==> src/rtl/rt_pkg.sv <==
// Shared definitions for the reaction timer: FSM states, LFSR seed/taps and
// BCD constants used by the core and its counter.
package rt_pkg;

  typedef enum logic [2:0] {
    ST_IDLE   = 3'd0,
    ST_WAIT   = 3'd1,
    ST_TIMING = 3'd2,
    ST_DONE   = 3'd3,
    ST_FAULT  = 3'd4
  } state_t;

  localparam logic [15:0] LFSR_SEED   = 16'hACE1;
  // Taps at bits 15,13,12,10 implement x^16+x^14+x^13+x^11+1.
  localparam logic [15:0] LFSR_TAPS   = 16'hB400;
  localparam logic [3:0]  FAULT_DIGIT = 4'hF;
  localparam logic [15:0] BCD_MAX     = 16'h9999;

  function automatic logic [15:0] lfsr_next(input logic [15:0] s);
    return {s[14:0], ^(s & LFSR_TAPS)};
  endfunction

endpackage

==> src/rtl/bcd_counter4.sv <==
// Four-digit BCD up-counter with synchronous clear; holds at 9999 instead of
// wrapping so a slow user sees the maximum rather than a small number.
module bcd_counter4
  import rt_pkg::*;
(
  input  logic       clk,
  input  logic       rst_n,
  input  logic       clr,
  input  logic       inc,
  output logic [3:0] dig3,
  output logic [3:0] dig2,
  output logic [3:0] dig1,
  output logic [3:0] dig0
);

  logic [3:0][3:0] dig_q, dig_d;
  logic            carry;

  // NOTE: every variable assigned here gets a default first, so no path can
  // leave it unassigned and infer a latch.
  always_comb begin
    dig_d = dig_q;
    carry = 1'b1;
    if (clr) begin
      dig_d = '0;
    end else if (inc && (dig_q != BCD_MAX)) begin
      for (int i = 0; i < 4; i++) begin
        if (carry) begin
          if (dig_q[i] == 4'd9) begin
            dig_d[i] = 4'd0;
          end else begin
            dig_d[i] = dig_q[i] + 4'd1;
            carry    = 1'b0;
          end
        end
      end
    end
  end

  // NOTE: sequential state uses non-blocking assignments so every register
  // samples pre-edge values regardless of block ordering.
  always_ff @(posedge clk or negedge rst_n) begin
    if (!rst_n) dig_q <= '0;
    else        dig_q <= dig_d;
  end

  assign dig3 = dig_q[3];
  assign dig2 = dig_q[2];
  assign dig1 = dig_q[1];
  assign dig0 = dig_q[0];

endmodule

==> src/rtl/reaction_timer_core.sv <==
// Reaction timer: random wait, stimulus light, then ms count until react.
// Digit outputs feed external seven-segment decoders.
module reaction_timer_core
  import rt_pkg::*;
#(
  parameter int TICK_DIV     = 50000,
  parameter int DELAY_MIN_MS = 1000
) (
  input  logic       clk,
  input  logic       rst_n,
  input  logic       start,
  input  logic       react,
  output logic [3:0] dig3,
  output logic [3:0] dig2,
  output logic [3:0] dig1,
  output logic [3:0] dig0,
  output logic       stim_led,
  output logic       busy,
  output logic       early
);

  localparam int DIV_W  = (TICK_DIV > 1) ? $clog2(TICK_DIV) : 1;
  localparam int WAIT_W = $clog2(DELAY_MIN_MS + 1024);

  state_t              state_q, state_d;
  logic [DIV_W-1:0]    div_q, div_d;
  logic [WAIT_W-1:0]   wait_q, wait_d;
  logic [15:0]         lfsr_q;
  logic                tick, cnt_clr, cnt_inc;
  logic [3:0]          cnt3, cnt2, cnt1, cnt0;

  assign tick = (div_q == DIV_W'(TICK_DIV - 1));

  always_comb begin
    state_d = state_q;
    wait_d  = wait_q;
    cnt_clr = 1'b0;
    cnt_inc = 1'b0;
    case (state_q)
      ST_IDLE, ST_DONE, ST_FAULT: begin
        if (start) begin
          state_d = ST_WAIT;
          cnt_clr = 1'b1;
          wait_d  = WAIT_W'(DELAY_MIN_MS) + WAIT_W'(lfsr_q[9:0]);
        end
      end
      ST_WAIT: begin
        // A premature react beats a coincident final tick.
        if (react) begin
          state_d = ST_FAULT;
        end else if (tick) begin
          if (wait_q <= WAIT_W'(1)) begin
            wait_d  = '0;
            state_d = ST_TIMING;
          end else begin
            wait_d = wait_q - WAIT_W'(1);
          end
        end
      end
      ST_TIMING: begin
        if (react)     state_d = ST_DONE;
        else if (tick) cnt_inc = 1'b1;
      end
      default: state_d = ST_IDLE;
    endcase
  end

  // Divider restarts on every state change so each phase begins on a full ms.
  assign div_d = (tick || (state_d != state_q)) ? '0 : div_q + DIV_W'(1);

  always_ff @(posedge clk or negedge rst_n) begin
    if (!rst_n) begin
      state_q <= ST_IDLE;
      div_q   <= '0;
      wait_q  <= '0;
      lfsr_q  <= LFSR_SEED;
    end else begin
      state_q <= state_d;
      div_q   <= div_d;
      wait_q  <= wait_d;
      lfsr_q  <= lfsr_next(lfsr_q);
    end
  end

  bcd_counter4 u_count (
    .clk   (clk),
    .rst_n (rst_n),
    .clr   (cnt_clr),
    .inc   (cnt_inc),
    .dig3  (cnt3),
    .dig2  (cnt2),
    .dig1  (cnt1),
    .dig0  (cnt0)
  );

  assign stim_led = (state_q == ST_TIMING);
  assign busy     = (state_q == ST_WAIT) || (state_q == ST_TIMING);
  assign early    = (state_q == ST_FAULT);

  assign dig3 = early ? FAULT_DIGIT : cnt3;
  assign dig2 = early ? FAULT_DIGIT : cnt2;
  assign dig1 = early ? FAULT_DIGIT : cnt1;
  assign dig0 = early ? FAULT_DIGIT : cnt0;

endmodule

==> config.mk <==
export PLATFORM = sky130hd
export DESIGN_NAME = reaction_timer_core
export DESIGN_NICKNAME = d
export VERILOG_FILES = /design/src/rtl/rt_pkg.sv /design/src/rtl/bcd_counter4.sv /design/src/rtl/reaction_timer_core.sv
export SDC_FILE = /design/constraint.sdc
export NUM_CORES = 1
export LEC_CHECK = 0
export ABC_AREA = 0
export CAP_MARGIN = 20
export CORE_MARGIN = 1.5
export CORE_UTILIZATION = 30
export DETAILED_ROUTE_END_ITERATION = 8
export GPL_TIMING_DRIVEN = 0
export PLACE_DENSITY_LB_ADDON = 0.08
export SLEW_MARGIN = 30
export SYNTH_ARGS = -nofsm -noshare
export SYNTH_HDL_FRONTEND = slang
export SYNTH_SLANG_ARGS = --single-unit
==> constraint.sdc <==
create_clock -name clk -period 2.4 [get_ports clk]
set_input_delay 0.48 -clock clk [delete_from_list [all_inputs] [get_ports clk]]
set_output_delay 0.48 -clock clk [all_outputs]
set_load 0.005 [all_outputs]
==> results_dict.tcl <==
set metrics [dict create \
    finalCriticalPeriod_ns 2.374 \
    port-buffer-count 22 \
    hold_class "in2async" \
    grt.total_usage_pct 15.18 \
    die_width_um 108.6 \
    finClkSkew_ns 0.01546 \
    drt-wirelength-per-cell_um 14.89 \
    ys_warn_count 0 \
    clock_tree.root_cell "clkbuf_8" \
    clock_sink_count 62 \
    synth_nets 361 \
    place_hpwl_mm 5.406 \
    asyncSetResetFlopFracSynth_pct 100.0 \
    run_status "complete, no violations" \
    worst_max_slew_pin_slew_ns 0.6013 \
    maximum_clock_path_buffer_count 2 \
    io_pins 23 \
    postSynthAreaPerCell_um2 9.690 \
    share_of_post_route_cells_with_drive_strength_above_1_pct 28.10 \
    finalHoldViolations 0 \
    synth_enable_flop_cells 0 \
    cp-start-kind "flip-flop" \
    max_slew_headroom_pct 59.92 \
    vias 2760 \
    synth_cells 345 \
    grt_first_pass_wirelength_mm 13.52 \
    setup_crit_end_kind "flip-flop" \
    synth_sequential_area_ratio_pct 46.71 \
    cts_max_level 3 \
    clock_insertion_delay_worst_skew_ns 0.34 \
    clock_tree_from_tritoncts "built" \
    crit_arrival_ns 2.61 \
    largest_net_degree_at_the_start_of_global_routing 37 \
    clock.fmax_mhz 421.3 \
    clk_slew_on_worst_s_h_paths_ns 0.09 \
    drtPass1Iterations 4 \
    maxCapViolCount 0 \
    core_area_um2 10840 \
    timing.final.max_slew_violations 0 \
    row_count 38 \
    fillCellCount 1120 \
    drt-initial-drc-count 145 \
    grt_overflow_total 0 \
    max_ir_drop_vdd_mv 0.2499 \
    multiInputGateArea_um2 1795 \
    postSynth.topFlopCell "dfrtp_1" \
    cp_data_required_time_ns 2.64 \
    antenna-diode-count 0 \
    hold_ws_ns 0.03507 \
    drt.antenna.violating_nets 0 \
    gp_congestion 0.8051 \
    grt_setup_unrepaired "yes" \
    initial_core_util_pct 30.84 \
    worstPathMaxFanout 8 \
    remaining_drc_errors 0 \
    yosysUniqueCellTypes 57 \
    register_area_um2 1567 \
    power.total_mw 3.183 \
    final.period_utilization_pct 98.90 \
    antenna_violations_before_repair 0 \
    final_net_count 431 \
    number_of_global_route_vias_before_repair 2612 \
    layoutNonFillerInstCount 560 \
    dp_cells 508 \
    die_area_um2 11790 \
    power.leakage_nw 1.996 \
    finalSetupViolations 0 \
    mappedNetlistArea_um2 3343 \
    postSynthRegisterBits 62 \
    area_growth_syn_to_layout_pct 30.88 \
    die-height_um 108.6 \
    detail_route.vias_per_cell 4.929 \
    tritoncts.num_buffers 9 \
    setup.worst_path.class "reg2reg" \
    postRouteWirelength_mm 8.336 \
    power_per_cell_area_nw_per_um2 727.5 \
]
## timing repair
item | 4_1_cts | 5_1_grt
pin swaps | 8 | 13
endpoints found under the setup margin | 45 | 30
hold buffers | 0 | 0
gates cloned | 2 | 0
gates resized for setup | 35 | 34
hold endpoints to repair | 0 | 0
buffers inserted | 24 | 11
## worst max-delay path, stage by stage (launching register included)
cell and delay (ns):
dfrtp_2 0.43, or4bb_4 0.57, or4_4 0.55, o31ai_4 0.20
buf_6 0.16, buf_8 0.13, o21ai_2 0.05, a22o_1 0.18
## path summary, 6_finish.rpt
check / depth (start not counted) / slack [ns] / startpoint / endpoint
setup / recovery: 7 / 0.03 / div_q[4] / wait_q[6]
hold / removal: 1 / 0.04 / rst_n / state_q[0]
setup reg to reg: 7 / 0.03 / div_q[4] / wait_q[6]
hold reg to reg: 0 / 0.35 / lfsr_q[14] / lfsr_q[15]
max in group asynchronous: 2 / 1.82 / rst_n / div_q[4]
min in group clk: 0 / 0.35 / lfsr_q[14] / lfsr_q[15]
## sequential cells by signal, summed over array words and instances, names as in the netlist
signal,count
u_count.dig1,4
u_count.dig0,4
u_count.dig2,4
lfsr_q,16
state_q,3
wait_q,11
div_q,16
u_count.dig3,4
## synth_stat cells, types with 9 or more instances
| cell type | number | area share (%) |
|---|---|---|
| xnor2_1 | 13 | 3.4 |
| a21oi_1 | 15 | 2.2 |
| inv_1 | 12 | 1.3 |
| nor3_1 | 11 | 1.6 |
| dfrtp_1 | 54 | 40 |
| or2_2 | 17 | 3.2 |
| or3_1 | 9 | 1.7 |
| o21ai_0 | 16 | 2.4 |
| nor2_1 | 35 | 3.9 |
| ha_1 | 12 | 4.5 |
| nand2_1 | 32 | 3.6 |
| nand3_1 | 14 | 2.1 |
## stage by stage
stage | TNS (ns) | utilization [%] | area, µm² | setup WS [ns]
2_1_floorplan | 0 | - | 3343 | 0.09125
3_3_place_gp | -86.26 | 34.49 | 3739 | -1.361
3_5_place_dp | -8.317 | 34.65 | 3756 | -0.3699
4_1_cts | -0.01088 | 39.05 | 4233 | -0.006762
5_1_grt | -0.4537 | 40.36 | 4375 | -0.05701
6_report | 0 | 40.36 | 4375 | 0.02635
## final cells by class
class                      count  area share (%)
buffer                         9           1.687
clock inverter                 6           1.573
multi-input combinational    262           41.04
inverter                      12           1.144
timing repair buffer          59           11.61
tap                          140           4.003
sequential                    62           35.80
clock buffer                  10           3.146
## report_power, final
group	total [mW]	switching, mW	internal, mW
clock	0.968	0.452	0.515
sequential	1.29	0.146	1.15
combinational	0.920	0.476	0.444
## layer usage
layer	GRT usage, %	up-vias	wire [µm]
met5	0	-	0
met4	6.861	0	162
met3	2.773	12	270
met2	23.23	42	3787
met1	20.80	1323	4115
li1	-	1383	-
## cells in the final DEF, fill, tap and decap left out, types with 7 or more instances in the layout
cell	count
ha_1	12
dfrtp_1	50
clkbuf_8	13
xnor2_1	13
or3_1	9
or2_2	15
nand3_1	14
clkdlybuf4s50_1	7
o21ai_0	13
nand2_1	31
dfstp_2	8
xor2_1	8
nor2_1	33
nor3_1	9
inv_1	11
a21oi_1	12
buf_4	37
## cell families after synthesis
logic type,after synthesis,synth area share (%)
and+or+nand+nor,155,25.22
AOI/OAI and AO/OA,68,13.89
DFF,62,46.71
buffers and inverters,22,2.694
xor gates and xnor gates,21,5.502
adders and majority gates,12,4.491
muxes,5,1.497
Power figures use the tool's default switching activity.
